## src/rtl/flash_qspi_read_ctrl_if.sv

```systemverilog
// Request/response bundle between the flash requester and the QSPI read controller.
// Ports: req_valid/req_ready/req_addr/req_len request, rdata/rdata_valid response, busy status.
interface flash_qspi_read_ctrl_if;
    logic        req_valid;
    logic        req_ready;
    logic [23:0] req_addr;
    logic [7:0]  req_len;
    logic [31:0] rdata;
    logic        rdata_valid;
    logic        busy;

    modport master (
        output req_valid, req_addr, req_len,
        input  req_ready, rdata, rdata_valid, busy
    );

    modport slave (
        input  req_valid, req_addr, req_len,
        output req_ready, rdata, rdata_valid, busy
    );
endinterface

```

## src/rtl/flash_qspi_read_ctrl.sv

```systemverilog
// Quad-I/O fast read (0xEB) sequencer driving registered-IO flash pads in the clk_2x domain.
// Ports: clk, reset (sync, active-high), bus (slave request/response bundle),
//   flash_clk_ddr (SCK pattern), flash_csn, flash_in_en / flash_in (outbound lanes),
//   flash_out (inbound nibble).
// Optional: define FLASH_QSPI_CRM_EN for continuous read mode (mode 0xA0, CMD skipped
//   after the first read, CRM exit sequence after reset).
module flash_qspi_read_ctrl #(
    parameter int unsigned DUMMY_CYCLES    = 4,
    parameter int unsigned READ_LATENCY    = 2,
    parameter int unsigned CSN_HIGH_CYCLES = 2
) (
    input  logic                         clk,
    input  logic                         reset,
    flash_qspi_read_ctrl_if.slave        bus,
    output logic [1:0]                   flash_clk_ddr,
    output logic                         flash_csn,
    output logic [3:0]                   flash_in_en,
    output logic [3:0]                   flash_in,
    input  logic [3:0]                   flash_out
);

    localparam logic [7:0] CMD_BYTE = 8'hEB;
`ifdef FLASH_QSPI_CRM_EN
    localparam logic [7:0] MODE_BYTE = 8'hA0;
`else
    localparam logic [7:0] MODE_BYTE = 8'h00;
`endif
    localparam logic [7:0] GAP_INIT = 8'(CSN_HIGH_CYCLES);

    typedef enum logic [3:0] {
        S_IDLE,
        S_CMD,
        S_ADDR,
        S_MODE,
        S_DUMMY,
        S_DATA,
        S_DRAIN,
        S_DESEL
`ifdef FLASH_QSPI_CRM_EN
        , S_CRM_EXIT
`endif
    } state_t;

    state_t                  state_q, state_d;
    logic [10:0]             cnt_q, cnt_d;
    logic [7:0]              gap_q, gap_d;
    logic [23:0]             addr_q, addr_d;
    logic [7:0]              len_q, len_d;
    logic                    busy_q, busy_d;
    logic                    ready_q, ready_d;
    logic                    csn_q, csn_d;
    logic [1:0]              ddr_q, ddr_d;
    logic [3:0]              in_en_q, in_en_d;
    logic [3:0]              in_q, in_d;
    logic [READ_LATENCY-1:0] pipe_q, pipe_d;
    logic [2:0]              cap_cnt_q, cap_cnt_d;
    logic [31:0]             word_q, word_d;
    logic [31:0]             rdata_q, rdata_d;
    logic                    rvalid_q, rvalid_d;
`ifdef FLASH_QSPI_CRM_EN
    logic                    crm_q, crm_d;
`endif

    logic        accept;
    logic [10:0] last;
    logic        at_last;
    logic [23:0] addr_sh;
    logic        cap;
    logic [4:0]  nib_idx;
    logic [31:0] word_ins;

    assign accept = bus.req_valid && ready_q;

    // Phase length minus one for the current state.
    always_comb begin
        last = '0;
        unique case (state_q)
            S_CMD:      last = 11'd7;
            S_ADDR:     last = 11'd5;
            S_MODE:     last = 11'd1;
            S_DUMMY:    last = 11'(DUMMY_CYCLES - 1);
            S_DATA:     last = {len_q, 3'b111};
            S_DRAIN:    last = 11'(READ_LATENCY - 1);
            S_DESEL:    last = 11'(CSN_HIGH_CYCLES - 1);
`ifdef FLASH_QSPI_CRM_EN
            S_CRM_EXIT: last = 11'd7;
`endif
            default:    last = '0;
        endcase
    end

    assign at_last = (cnt_q == last);

    // Next state. gap_q counts csn-high cycles still owed after a reset.
    always_comb begin
        state_d = state_q;
        cnt_d   = cnt_q;
        gap_d   = gap_q;
        addr_d  = addr_q;
        len_d   = len_q;
        busy_d  = busy_q;
`ifdef FLASH_QSPI_CRM_EN
        crm_d   = crm_q;
`endif
        unique case (state_q)
            S_IDLE: begin
                if (gap_q != 8'd0) gap_d = gap_q - 8'd1;
                if (accept) begin
                    addr_d = bus.req_addr;
                    len_d  = bus.req_len;
                    busy_d = 1'b1;
                    cnt_d  = '0;
`ifdef FLASH_QSPI_CRM_EN
                    state_d = crm_q ? S_ADDR : S_CMD;
`else
                    state_d = S_CMD;
`endif
                end
            end
`ifdef FLASH_QSPI_CRM_EN
            S_CRM_EXIT: begin
                if (gap_q != 8'd0) begin
                    gap_d = gap_q - 8'd1;
                end else if (at_last) begin
                    cnt_d   = '0;
                    state_d = S_DESEL;
                end else begin
                    cnt_d = cnt_q + 11'd1;
                end
            end
`endif
            S_DESEL: begin
                if (at_last) begin
                    cnt_d   = '0;
                    gap_d   = '0;
                    busy_d  = 1'b0;
                    state_d = S_IDLE;
                end else begin
                    cnt_d = cnt_q + 11'd1;
                end
            end
            default: begin
                if (at_last) begin
                    cnt_d = '0;
                    unique case (state_q)
                        S_CMD:   state_d = S_ADDR;
                        S_ADDR:  state_d = S_MODE;
                        S_MODE:  state_d = S_DUMMY;
                        S_DUMMY: state_d = S_DATA;
                        S_DATA:  state_d = S_DRAIN;
                        default: begin
                            state_d = S_DESEL;
`ifdef FLASH_QSPI_CRM_EN
                            crm_d = 1'b1;
`endif
                        end
                    endcase
                end else begin
                    cnt_d = cnt_q + 11'd1;
                end
            end
        endcase
    end

    // Pad outputs are decoded from the next state so they line up with state_q.
    assign addr_sh = addr_d << {cnt_d[2:0], 2'b00};

    always_comb begin
        csn_d   = 1'b1;
        ddr_d   = 2'b00;
        in_en_d = 4'b0000;
        in_d    = 4'b0000;
        ready_d = (state_d == S_IDLE) && (gap_d <= 8'd1);
        unique case (state_d)
            S_CMD: begin
                csn_d   = 1'b0;
                ddr_d   = 2'b01;
                in_en_d = 4'b0001;
                in_d    = {3'b000, CMD_BYTE[3'd7 - cnt_d[2:0]]};
            end
            S_ADDR: begin
                csn_d   = 1'b0;
                ddr_d   = 2'b01;
                in_en_d = 4'b1111;
                in_d    = addr_sh[23:20];
            end
            S_MODE: begin
                csn_d   = 1'b0;
                ddr_d   = 2'b01;
                in_en_d = 4'b1111;
                in_d    = cnt_d[0] ? MODE_BYTE[3:0] : MODE_BYTE[7:4];
            end
            S_DUMMY, S_DATA: begin
                csn_d = 1'b0;
                ddr_d = 2'b01;
            end
            S_DRAIN: begin
                csn_d = 1'b0;
            end
`ifdef FLASH_QSPI_CRM_EN
            S_CRM_EXIT: begin
                if (gap_d == 8'd0) begin
                    csn_d   = 1'b0;
                    ddr_d   = 2'b01;
                    in_en_d = 4'b1111;
                    in_d    = 4'b1111;
                end
            end
`endif
            default: begin
                csn_d = 1'b1;
            end
        endcase
    end

    // Capture side trails the data SCK pulses by READ_LATENCY cycles.
    assign cap      = pipe_q[READ_LATENCY-1];
    assign nib_idx  = {cap_cnt_q[2:1], ~cap_cnt_q[0], 2'b00};

    always_comb begin
        pipe_d            = (pipe_q << 1) | READ_LATENCY'(state_q == S_DATA);
        word_ins          = word_q;
        word_ins[nib_idx +: 4] = flash_out;
        word_d            = cap ? word_ins : word_q;
        cap_cnt_d         = cap ? cap_cnt_q + 3'd1 : cap_cnt_q;
        rvalid_d          = cap && (cap_cnt_q == 3'd7);
        rdata_d           = rvalid_d ? word_ins : rdata_q;
    end

    always_ff @(posedge clk) begin
        if (reset) begin
`ifdef FLASH_QSPI_CRM_EN
            state_q <= S_CRM_EXIT;
            crm_q   <= 1'b0;
`else
            state_q <= S_IDLE;
`endif
            cnt_q     <= '0;
            gap_q     <= GAP_INIT;
            addr_q    <= '0;
            len_q     <= '0;
            busy_q    <= 1'b0;
            ready_q   <= 1'b0;
            csn_q     <= 1'b1;
            ddr_q     <= 2'b00;
            in_en_q   <= 4'b0000;
            in_q      <= 4'b0000;
            pipe_q    <= '0;
            cap_cnt_q <= '0;
            word_q    <= '0;
            rdata_q   <= '0;
            rvalid_q  <= 1'b0;
        end else begin
`ifdef FLASH_QSPI_CRM_EN
            crm_q     <= crm_d;
`endif
            state_q   <= state_d;
            cnt_q     <= cnt_d;
            gap_q     <= gap_d;
            addr_q    <= addr_d;
            len_q     <= len_d;
            busy_q    <= busy_d;
            ready_q   <= ready_d;
            csn_q     <= csn_d;
            ddr_q     <= ddr_d;
            in_en_q   <= in_en_d;
            in_q      <= in_d;
            pipe_q    <= pipe_d;
            cap_cnt_q <= cap_cnt_d;
            word_q    <= word_d;
            rdata_q   <= rdata_d;
            rvalid_q  <= rvalid_d;
        end
    end

    assign bus.req_ready   = ready_q;
    assign bus.busy        = busy_q;
    assign bus.rdata       = rdata_q;
    assign bus.rdata_valid = rvalid_q;
    assign flash_csn       = csn_q;
    assign flash_clk_ddr   = ddr_q;
    assign flash_in_en     = in_en_q;
    assign flash_in        = in_q;

endmodule

```

## src/flat_wrapper.sv

```systemverilog
// flat-port wrapper written by rule: the top's interface ports become plain ports
module flash_qspi_read_ctrl_flat 
#(
    parameter int unsigned DUMMY_CYCLES    = 4,
    parameter int unsigned READ_LATENCY    = 2,
    parameter int unsigned CSN_HIGH_CYCLES = 2
)
  (clk, reset, flash_clk_ddr, flash_csn, flash_in_en, flash_in, flash_out, bus_req_valid, bus_req_addr, bus_req_len, bus_req_ready, bus_rdata, bus_rdata_valid, bus_busy);
  flash_qspi_read_ctrl_if bus_i ();
  input  logic clk;
  input  logic reset;
  output logic [1:0] flash_clk_ddr;
  output logic flash_csn;
  output logic [3:0] flash_in_en;
  output logic [3:0] flash_in;
  input  logic [3:0] flash_out;
  input wire logic [$bits(bus_i.req_valid)-1:0] bus_req_valid;
  input wire logic [$bits(bus_i.req_addr)-1:0] bus_req_addr;
  input wire logic [$bits(bus_i.req_len)-1:0] bus_req_len;
  output wire logic [$bits(bus_i.req_ready)-1:0] bus_req_ready;
  output wire logic [$bits(bus_i.rdata)-1:0] bus_rdata;
  output wire logic [$bits(bus_i.rdata_valid)-1:0] bus_rdata_valid;
  output wire logic [$bits(bus_i.busy)-1:0] bus_busy;
  assign bus_i.req_valid = bus_req_valid;
  assign bus_i.req_addr = bus_req_addr;
  assign bus_i.req_len = bus_req_len;
  assign bus_req_ready = bus_i.req_ready;
  assign bus_rdata = bus_i.rdata;
  assign bus_rdata_valid = bus_i.rdata_valid;
  assign bus_busy = bus_i.busy;
  flash_qspi_read_ctrl #(.DUMMY_CYCLES(DUMMY_CYCLES), .READ_LATENCY(READ_LATENCY), .CSN_HIGH_CYCLES(CSN_HIGH_CYCLES)) u_core (.clk(clk), .reset(reset), .bus(bus_i), .flash_clk_ddr(flash_clk_ddr), .flash_csn(flash_csn), .flash_in_en(flash_in_en), .flash_in(flash_in), .flash_out(flash_out));
endmodule
```

## config.mk

```make
export PLATFORM = sky130hd
export DESIGN_NAME = flash_qspi_read_ctrl_flat
export DESIGN_NICKNAME = d
export VERILOG_FILES = /design/src/rtl/flash_qspi_read_ctrl_if.sv /design/src/rtl/flash_qspi_read_ctrl.sv /design/src/flat_wrapper.sv
export SDC_FILE = /design/constraint.sdc
export NUM_CORES = 1
export LEC_CHECK = 0
export BUFFER_PORTS_ARGS = -buffer_cell sky130_fd_sc_hd__buf_2
export CAP_MARGIN = 10
export CELL_PAD_IN_SITES_DETAIL_PLACEMENT = 0
export CELL_PAD_IN_SITES_GLOBAL_PLACEMENT = 1
export CORE_MARGIN = 1.5
export CORE_UTILIZATION = 46
export DETAILED_ROUTE_END_ITERATION = 16
export PLACE_DENSITY = 0.93
export SLEW_MARGIN = 40
export SYNTH_ARGS = -nofsm -noshare
export SYNTH_HDL_FRONTEND = slang
export SYNTH_SLANG_ARGS = --single-unit
```

## constraint.sdc

```tcl
create_clock -name clk -period 4.82 [get_ports clk]
set_input_delay 0.723 -clock clk [delete_from_list [all_inputs] [get_ports clk]]
set_output_delay 0.723 -clock clk [all_outputs]
set_load 0.05 [all_outputs]
```

==> results of run 1 <==
-- metrics by stage --
| stage | setup WS [ns] | power (uW) | cells |
|---|---|---|---|
| 3_5_place_dp | 1.52 | 1880 | 997 |
| 5_1_grt | 1.26 | 3350 | 1029 |
| 2_1_floorplan | 1.97 | 1720 | 787 |
| 6_report | 1.44 | 3210 | 1029 |
| 4_1_cts | 1.50 | 3220 | 1029 |
| 3_3_place_gp | 1.59 | 1880 | 997 |
-- kinds of logic after synthesis --
kind of cell,synth area share [%]
and+or+nand+nor,23.0
buffers and inverters,4.22
xor gates and xnor gates,1.65
adders and majority gates,1.96
muxes,6.02
DFF,42.4
other,0.0588
AOI/OAI and AO/OA,20.8
-- how the worst min path moves through the flow --
stage,start,endpoint,cells after the start
2_1_floorplan,u_core.pipe_q[0],u_core.pipe_q[1],1
3_3_place_gp,u_core.pipe_q[0],u_core.pipe_q[1],1
3_5_place_dp,u_core.pipe_q[0],u_core.pipe_q[1],1
4_1_cts,u_core.pipe_q[0],u_core.pipe_q[1],1
5_1_grt,u_core.pipe_q[0],u_core.pipe_q[1],1
6_report,u_core.pipe_q[0],u_core.pipe_q[1],1
-- registers in the layout, summed over array words and instances (netlist names), 4 cells and up --
register,count
u_core.flash_in,4
u_core.word_q,32
u_core.cnt_q,11
u_core.len_q,8
u_core.state_q,4
u_core.addr_q,24
u_core.bus.rdata,32
u_core.gap_q,8
-- routing by layer --
metal | global-route usage [%] | wire [um] | up-vias
met5 | 0 | 0 | -
met4 | 7.50 | 216 | 0
met3 | 4.62 | 670 | 20
met2 | 32.6 | 6680 | 147
met1 | 29.9 | 7430 | 2635
li1 | - | - | 2912
-- layout by cell type, fill, tap and decap left out, types with 3 or more instances in the layout --
master and n:
clkinvlp_4 5, inv_1 11, a21oi_1 66, dfxtp_1 134
nor2b_1 7, o21ai_0 27, mux2i_1 35, o22ai_1 6
bufinv_16 3, buf_2 82, a311oi_1 3, mux2_2 3
ha_1 10, a22o_1 3, nand3b_1 8, a31oi_1 12
o2111ai_1 3, nor2_1 103, nor3_1 10, clkbuf_16 17
and3_1 17, o221ai_1 3, and2_1 10, a211oi_1 55
inv_6 3, nor4_1 5, nand3_1 22, xnor2_1 7
xor2_1 5, nand2_1 118, buf_4 8
-- final cells by class --
type | instances | area (um^2) | area share (%)
clock buffers | 18 | 439 | 5.88
clock inverters | 14 | 173 | 2.31
inverters | 11 | 41.3 | 0.553
multi-input cells | 585 | 3420 | 45.8
flip-flops and latches | 135 | 2700 | 36.2
well taps | 176 | 220 | 2.95
repair buffers | 90 | 470 | 6.30
-- worst max-delay path, cell delays in order (launching register included) --
cell	delay, ns
dfxtp_1	0.46
or4_1	0.89
a21oi_1	0.55
nand2_1	0.18
a21oi_1	0.60
mux2i_1	0.28
o22ai_1	0.10
a22o_1	0.21
-- cells in the mapped netlist, types with 2 or more instances --
master,number
a211o_1,2
a211oi_1,55
a21o_1,2
a21oi_1,66
a22o_1,3
a22oi_1,2
a311oi_1,3
a31oi_1,12
a32oi_1,2
and2_1,11
and3_1,17
and3b_1,2
buf_1,3
buf_2,5
buf_4,3
clkbuf_1,45
dfxtp_1,135
ha_1,10
inv_1,11
mux2_2,3
mux2i_1,35
nand2_1,118
nand3_1,23
nand3b_1,8
nor2_1,104
nor2b_1,7
nor3_1,10
nor3b_1,2
nor4_1,6
nor4bb_1,2
o2111ai_1,3
o211ai_1,2
o21a_1,2
o21ai_0,27
o221ai_1,3
o22ai_1,6
o31ai_1,2
xnor2_1,7
xor2_1,5
-- power groups by stage --
stage	sequential, uW	clock (uW)	combinational, uW
finish	1240	1340	632
global route	1250	1400	699
CTS	1240	1360	625
detailed placement	1260	0	618
global placement	1260	0	615
floorplan	1280	0	440
==> metrics.md, run 1 <==
| Metric | Value |
|---|---|
| Max Cap Viol | `0` |
| Seq/Total Area, Yosys | `42.4%` |
| IO buf count | `83` |
| Final Util | `55.8%` |
| TritonCTS clock tree | `built` |
| Io pins | `85` |
| Drt wl/cell | `14.6 um` |
| Leak | `0.00285 uW` |
| Grt ovf | `0` |
| CP startpoint kind | `register` |
| Peak supply drop | `0.240 mV` |
| Post-route minimum period | `3.38 ns` |
| Post-CTS Hold Buffers | `0` |
| DP Area | `6860 um^2` |
| Starting Density | `47.6%` |
| Drt drc | `0` |
| CTS root buffer | `clkbuf_16` |
| Type of the tightest min-delay check | `reg2reg` |
| Worst R2R Start | `u_core.state_q[1]` |
| Critical Path Sink | `u_core.flash_in[2]` |
| Post-synth EDFFs | `0` |
| Synth warnings | `0` |
| Switch Pwr | `995 uW` |
| Synthesized area per cell | `8.11 um^2` |
| Final Max Tran Viols | `0` |
| NumNets Final | `889` |
| GRT Util Overall | `21.4%` |
| Via density | `5.55` |
| Area contributors post-synth | `dfxtp_1 42%, nand2_1 6.9%, a211oi_1 6.5%` |
| Crit Path Class | `reg2reg` |
| Initial antenna violation count | `0` |
| Num Clock Sinks | `135` |
| Worst setup EP type | `register` |
| Final Cell Area | `7470 um^2` |
| Sequential Power Share | `38.6%` |
| Number of setup violations in the final report | `0` |
| Worst slew pin tran | `0.783 ns` |
| Via count | `5714` |
| Ys flop type | `dfxtp_1` |
| Layout area overhead | `17.1%` |
| Worst Path Required | `5.14 ns` |
| Worst-path clk slew | `0.06 ns` |
| Largest net degree at the start of global routing | `78` |
| Clk_lat worst skew | `0.42 ns` |
| FFs w/ async S/R, synth | `0%` |
| Pwr dens | `430 nW/um^2` |
| First-pass GRT wire length | `25100 um` |
| First-pass iteration count of the detailed router | `5` |
| Resize count post-CTS | `0` |
| CTS Buf Count | `17` |
| Internal Power | `2220 uW` |
| Post-synth top area cell | `dfxtp_1` |
| Synth Register Bits | `135` |
| Drt total wl | `15000 um` |
| CP arrival | `3.69 ns` |
| Die extent in x | `121 um` |
| Switch share | `31.0%` |
| FP Rows | `42` |
| Hold slack | `0.443 ns` |
| Fin. Hold Viols | `0` |
| Clock power share | `41.8%` |
| # Post-CTS Setup Buffers | `0` |
| Fin crit share | `70.0%` |
| Number of global-route vias before repair | `5105` |
| Total core area | `13400 um^2` |
| Setup_tns | `0 ns` |
| RSZ-0062 raised after global routing | `false` |
| Synth cell types | `62` |
| Peak Freq | `296 MHz` |
| Layout Skew | `0.00927 ns` |
| Layout cells sized above 1 | `16.2%` |
| CP Launch Point | `u_core.state_q[1]` |
| # fillers | `1267` |
| Chip height | `121 um` |
| Clock Tree Buf Depth | `2` |
| Synthesized cell area | `6380 um^2` |
| Worst reg-to-reg path cell count | `7` |
| Mapped Nets | `836` |
| Max_slew headroom | `47.1%` |
| Reg2reg setup slack | `1.44 ns` |
| Antenna Nets Post-Route | `0` |
| Status | `complete, no violations` |
| Critical path peak fanout | `18` |
| First DRT Iteration DRCs | `482` |
| Global placement routability congestion | `0.871` |
| Diodes inserted | `0` |
| Full die area | `14600 um^2` |
| RR Endpoint | `u_core.flash_in[2]` |
| CTS HTree Levels | `4` |
| Detail Placement HPWL | `10000 um` |
| Gate power share | `19.7%` |
| Area share of the largest cell type after synthesis | `42.4%` |
| Post-synthesis cell count | `787` |
(Power assumes the default switching activity.)
==> run 2, diff against run 1 <==
CORE_UTILIZATION = 39   (was 46)
PLACE_DENSITY = 0.84   (was 0.93)
clock period = 3.1 ns   (was 4.82 ns; I/O delays follow)
==> run 2 against run 1 <==
- clock skew shrank 0.00081 ns
- maximum frequency grew 18%
- combinational power grew 65%
- count of clock-buffer cells in the layout grew 2
- sequential share of layout area shrank 1.3 points
- utilization shrank 7.2 points
==> metrics.md, run 2 (same netlist as run 1, synthesis figures left out) <==
| Metric | Value |
|---|---|
| Max incr delay on CP | `0.49 ns (was 0.89 ns)` |
| Drt drc | `0 (unchanged)` |
| Via density | `5.34 (was 5.55)` |
| Number of setup violations in the final report | `0 (unchanged)` |
| Multi-input logic area | `3420 um^2 (about the same)` |
| First-pass GRT wire length | `26000 um (was 25100 um)` |
| CTS Buf Count | `17 (unchanged)` |
| Number of global-route vias before repair | `5284 (was 5105)` |
| Full die area | `17100 um^2 (was 14600 um^2)` |
| Pwr dens | `671 nW/um^2 (was 430 nW/um^2)` |
| Sequential Power Share | `36.8% (was 38.6%)` |
| Worst Path Required | `3.47 ns (was 5.14 ns)` |
| IO buf count | `83 (unchanged)` |
| Peak supply drop | `0.386 mV (was 0.240 mV)` |
| Leak | `0.00300 uW (was 0.00285 uW)` |
| Io pins | `85 (unchanged)` |
| Total core area | `15900 um^2 (was 13400 um^2)` |
| Sequential Area | `2700 um^2 (unchanged)` |
| # fillers | `1600 (was 1267)` |
| Worst-path clk slew | `0.06 ns (about the same)` |
| Worst slew pin tran | `0.628 ns (was 0.783 ns)` |
| Starting Density | `40.0% (was 47.6%)` |
| Layout cells sized above 1 | `17.9% (was 16.2%)` |
| CTS HTree Levels | `4 (unchanged)` |
| Min-delay src | `bus_req_addr[9] (was u_core.pipe_q[0])` |
| Type of the tightest min-delay check | `in2reg (was reg2reg)` |
| Global placement routability congestion | `0.887 (was 0.871)` |
| Crit path max-delay cell type | `a2111o_1 (was or4_1)` |
| Largest net degree at the start of global routing | `61 (was 78)` |
| Commonest non-fill, non-tap cell in the layout | `dfxtp_1 (unchanged)` |
| Via count | `5824 (was 5714)` |
| Layout area overhead | `21.3% (was 17.1%)` |
| Clock power share | `43.2% (was 41.8%)` |
| Drt total wl | `15700 um (was 15000 um)` |
| Post-CTS Hold Buffers | `0 (unchanged)` |
| Commonest non-fill, non-tap cells in the layout | `134 x dfxtp_1, 118 x nand2_1, 103 x nor2_1 (unchanged)` |
| GRT Util Overall | `19.1% (was 21.4%)` |
| NumNets Final | `911 (was 889)` |
| Placed cell count | `1059 (was 997)` |
| Resize count post-CTS | `0 (unchanged)` |
| Switch share | `29.5% (was 31.0%)` |
| CP arrival | `3.23 ns (was 3.69 ns)` |
| Antenna Nets Post-Route | `0 (unchanged)` |
| Critical path peak fanout | `10 (was 18)` |
| Fin. Hold Viols | `0 (unchanged)` |
| Clk_lat worst skew | `0.42 ns (about the same)` |
| Clock Tree Buf Depth | `2 (unchanged)` |
| Worst setup EP type | `register (unchanged)` |
| Max_slew headroom | `57.6% (was 47.1%)` |
| Final std cells w/o fill | `1091 (was 1029)` |
| Setup_tns | `0 ns (unchanged)` |
| First DRT Iteration DRCs | `297 (was 482)` |
| Final Max Tran Viols | `0 (unchanged)` |
| Status | `complete, no violations (unchanged)` |
| Die extent in x | `131 um (was 121 um)` |
| First-pass iteration count of the detailed router | `5 (unchanged)` |
| CP startpoint kind | `register (unchanged)` |
| Internal Power | `3660 uW (was 2220 uW)` |
| Critical path cell sequence | `and4bb_4 > o21a_1 > o32ai_2 > o21ai_2 > or3_1 > a2111o_1 > or3_4 > nor3_2 > a22o_1 (was or4_1 > a21oi_1 > nand2_1 > a21oi_1 > mux2i_1 > o22ai_1 > a22o_1)` |
| CP Launch Point | `u_core.state_q[1] (unchanged)` |
| CTS root buffer | `clkbuf_16 (unchanged)` |
| Fin crit share | `92.3% (was 70.0%)` |
| Crit Path Class | `reg2reg (unchanged)` |
| Grt ovf | `0 (unchanged)` |
| Max Cap Viol | `0 (unchanged)` |
| Worst R2R Start | `u_core.state_q[1] (unchanged)` |
| # Post-CTS Setup Buffers | `0 (unchanged)` |
| Layout Skew | `0.00847 ns (was 0.00927 ns)` |
| Num Clock Sinks | `135 (unchanged)` |
| Post-route minimum period | `2.86 ns (was 3.38 ns)` |
| Peak Freq | `350 MHz (was 296 MHz)` |
| Diodes inserted | `0 (unchanged)` |
| TritonCTS clock tree | `built (unchanged)` |
| Initial antenna violation count | `0 (unchanged)` |
| Chip height | `131 um (was 121 um)` |
| Detail Placement HPWL | `10900 um (was 10000 um)` |
| Drt wl/cell | `14.4 um (was 14.6 um)` |
| RSZ-0062 raised after global routing | `false (unchanged)` |
| FP Rows | `46 (was 42)` |
| Switch Pwr | `1530 uW (was 995 uW)` |
| Gate power share | `20.0% (was 19.7%)` |
-- run 2: cell count changes in the layout (fill, tap and decap cells not counted), sizes merged --
cell,previous run,this run
buf,90,112
bufinv,3,5
clkbuf,18,20
clkinv,3,2
clkinvlp,5,0
inv,14,16
-- run 2: per-stage QoR --
| stage | area (um^2) | total power (uW) | util, % | setup WS, ns | hold slack [ns] |
|---|---|---|---|---|---|
| global placement | 7080 | 2980 | 44.4 | 0.293 | 0.420 |
| global route | 7740 | 5460 | 48.5 | 0.0414 | 0.273 |
| finish | 7740 | 5190 | 48.5 | 0.239 | 0.275 |
| CTS | 7740 | 5230 | 48.5 | 0.233 | 0.262 |
| detailed placement | 7080 | 2980 | 44.4 | 0.249 | 0.429 |
| floorplan | 6380 | 2670 | - | 0.255 | 0.414 |
-- run 2: cell type report --
class / instances / area share (%)
inverters: 11 / 0.533
multi-input cells: 585 / 44.2
clock inverters: 12 / 2.73
well taps: 216 / 3.49
repair buffers: 112 / 8.37
clock buffers: 20 / 5.77
flip-flops and latches: 135 / 34.9
-- run 2: power groups by stage --
stage	clock, uW	sequential (uW)	combinational, uW
floorplan	0	1990	684
global placement	0	1950	1030
detailed placement	0	1950	1030
CTS	2280	1910	1040
global route	2370	1920	1170
finish	2240	1910	1040
-- run 2: path summary, 6_finish.rpt --
path / end / slack (ns) / depth (start not counted)
worst min-delay path: u_core.addr_q[9] / 0.27 / 3
worst min register to register: u_core.pipe_q[1] / 0.44 / 1
worst max-delay path: u_core.flash_in[2] / 0.24 / 9
worst max register to register: u_core.flash_in[2] / 0.24 / 9
-- run 2: layer usage --
layer / vias up / part of all wire (%) / global-route usage, %
met2: 160 / 46 / 30.8
met5: - / 0 / 0
met4: 0 / 1.6 / 6.59
met3: 22 / 4.1 / 3.66
met1: 2690 / 49 / 25.7
li1: 2952 / - / -
-- run 2: worst max-delay path: cells and delay by family (launching register included) --
| kind | cells | cell delay (ns) |
|---|---|---|
| DFF | 1 | 0.48 |
| AOI/OAI and AO/OA | 5 | 1.05 |
| and+or+nand+nor | 4 | 1.28 |
==> run 3, diff against run 2 <==
CORE_UTILIZATION = 43   (was 39)
PLACE_DENSITY = 0.88   (was 0.84)
clock period = 2.88 ns   (was 3.1 ns; I/O delays follow)
==> run 3 against run 2 <==
- maximum frequency is 5.5% higher
- sequential cell count stayed put
- critical path type unchanged
- sequential power is 8% higher
==> metrics.md, run 3 (same netlist as run 1, synthesis figures left out) <==
| Metric | Value |
|---|---|
| Status | `complete, no violations (unchanged)` |
| Clk_lat worst skew | `0.42 ns (about the same)` |
| CP startpoint kind | `register (unchanged)` |
| FP Rows | `44 (was 46)` |
| Critical path cell sequence | `and4bb_4 > nand2_1 > xor2_1 > nand4_2 > or3_1 > a2111o_1 > or3_4 > nor3_2 > a22o_1 (was and4bb_4 > o21a_1 > o32ai_2 > o21ai_2 > or3_1 > a2111o_1 > or3_4 > nor3_2 > a22o_1)` |
| Post-route minimum period | `2.71 ns (was 2.86 ns)` |
| Num Clock Sinks | `135 (unchanged)` |
| Number of setup violations in the final report | `0 (unchanged)` |
| CTS HTree Levels | `4 (unchanged)` |
| Delay-heaviest family, CP | `simple AND/OR/NAND/NOR gates (unchanged)` |
| Commonest non-fill, non-tap cell in the layout | `dfxtp_1 (unchanged)` |
| Io pins | `85 (unchanged)` |
| GR Layer Usage met3 | `4.51% (was 3.66%)` |
| Total core area | `14500 um^2 (was 15900 um^2)` |
| Number of global-route vias before repair | `5392 (was 5284)` |
| First-pass GRT wire length | `26400 um (was 26000 um)` |
| Max_slew headroom | `46.0% (was 57.6%)` |
| Worst-path clk slew | `0.06 ns (about the same)` |
| Layout Skew | `0.0105 ns (was 0.00847 ns)` |
| Antenna Nets Post-Route | `0 (unchanged)` |
| Via count | `5839 (was 5824)` |
| Placed cell count | `1033 (was 1059)` |
| Type of the tightest min-delay check | `in2reg (unchanged)` |
| GR peak layer | `met2 (unchanged)` |
| Final Max Tran Viols | `0 (unchanged)` |
| Max incr delay on CP | `0.44 ns (was 0.49 ns)` |
| NumNets Final | `921 (was 911)` |
| Starting Density | `43.9% (was 40.0%)` |
| TritonCTS clock tree | `built (unchanged)` |
| Layout cells sized above 1 | `19.3% (was 17.9%)` |
| Pwr dens | `704 nW/um^2 (was 671 nW/um^2)` |
| GRT Util Overall | `20.5% (was 19.1%)` |
| # fillers | `1425 (was 1600)` |
| Initial antenna violation count | `0 (unchanged)` |
| First-pass iteration count of the detailed router | `4 (was 5)` |
| Largest net degree at the start of global routing | `100 (was 61)` |
| First DRT Iteration DRCs | `435 (was 297)` |
| Final std cells w/o fill | `1069 (was 1091)` |
| Worst slew pin tran | `0.810 ns (was 0.628 ns)` |
| Drt wl/cell | `14.6 um (was 14.4 um)` |
| Met2 layer usage reported by global route | `31.4% (was 30.8%)` |
| Grt ovf | `0 (unchanged)` |
| CP arrival | `3.08 ns (was 3.23 ns)` |
| DP Area | `7090 um^2 (was 7080 um^2)` |
| Global placement routability congestion | `0.907 (was 0.887)` |
| Crit path max-delay cell type | `a2111o_1 (unchanged)` |
| Die extent in x | `125 um (was 131 um)` |
| GR Layer Usage met1 | `28.4% (was 25.7%)` |
| Leak | `0.00302 uW (was 0.00300 uW)` |
| Fin. Hold Viols | `0 (unchanged)` |
| Full die area | `15600 um^2 (was 17100 um^2)` |
| Final Cell Area | `7740 um^2 (about the same)` |
| Critical path peak fanout | `6 (was 10)` |
| Final Util | `53.2% (was 48.5%)` |
| IO buf count | `83 (unchanged)` |
| Peak Freq | `369 MHz (was 350 MHz)` |
| Chip height | `125 um (was 131 um)` |
| Layout area overhead | `21.3% (about the same)` |
| Worst path bufs/invs | `0 (unchanged)` |
| Clock Tree Buf Depth | `2 (unchanged)` |
| CTS Buf Count | `17 (unchanged)` |
| Fin crit share | `94.2% (was 92.3%)` |
| Diodes inserted | `0 (unchanged)` |
| Commonest non-fill, non-tap cells in the layout | `134 x dfxtp_1, 118 x nand2_1, 102 x nor2_1 (was 134 x dfxtp_1, 118 x nand2_1, 103 x nor2_1)` |
| Crit Path Class | `reg2reg (unchanged)` |
| CTS root buffer | `clkbuf_16 (unchanged)` |
| Drt drc | `0 (unchanged)` |
| Max Cap Viol | `0 (unchanged)` |
| Worst setup EP type | `register (unchanged)` |
| Via density | `5.46 (was 5.34)` |
| Worst Path Required | `3.25 ns (was 3.47 ns)` |
| Detail Placement HPWL | `10800 um (was 10900 um)` |
| Drt total wl | `15600 um (was 15700 um)` |
| Setup_tns | `0 ns (unchanged)` |
| Peak supply drop | `0.524 mV (was 0.386 mV)` |
-- run 3: worst paths after layout --
kind	start	end	slack, ns	cells past startpoint
worst max-delay path	u_core.state_q[2]	u_core.flash_in[2]	0.17	9
worst min-delay path	bus_req_addr[19]	u_core.addr_q[19]	0.24	3
worst max register to register	u_core.state_q[2]	u_core.flash_in[2]	0.17	9
worst min register to register	u_core.pipe_q[0]	u_core.pipe_q[1]	0.45	1
-- run 3: timing repair --
| action | in CTS | in global routing |
|---|---|---|
| resized for setup | 0 | 3 |
| endpoints found under the hold margin | 0 | 0 |
| setup endpoints to repair | 0 | 3 |
| setup buffers | 0 | 4 |
| hold buffers | 0 | 0 |
-- run 3: worst min-delay path: cells and delay by family --
family	cells	cell delay, ns
simple gates	1	0.04
compound gates	1	0.05
buf+inv	1	0.09
-- run 3: layout make-up --
class	instances	area, um^2	share of cell area, %
Clock inverter	13	146	1.89
Timing Repair Buffer	122	739	9.56
Multi-Input combinational cell	585	3430	44.4
Clock buffer	19	443	5.73
Tap cell	184	230	2.98
Inverter	11	41.3	0.534
Sequential cell	135	2700	35.0
-- run 3: per-layer routing --
metal	routed length, um	up-vias
met5	0	-
met2	7040	150
met1	7600	2681
li1	-	2984
met4	293	0
met3	715	24
-- run 3: stage by stage --
step	total power, uW	worst slack, ns	hold slack, ns
3_3_place_gp	3230	0.218	0.421
4_1_cts	5400	0.152	0.225
5_1_grt	5690	-0.000106	0.248
2_1_floorplan	2880	0.0349	0.414
6_report	5440	0.168	0.239
3_5_place_dp	3230	0.159	0.438
-- run 3: power breakdown --
| group | internal, uW | total, uW | switching, uW |
|---|---|---|---|
| sequential | 1970 | 2060 | 88.9 |
| combinational | 483 | 1230 | 745 |
| clock | 1310 | 2160 | 850 |
| total | 3760 | 5440 | 1680 |
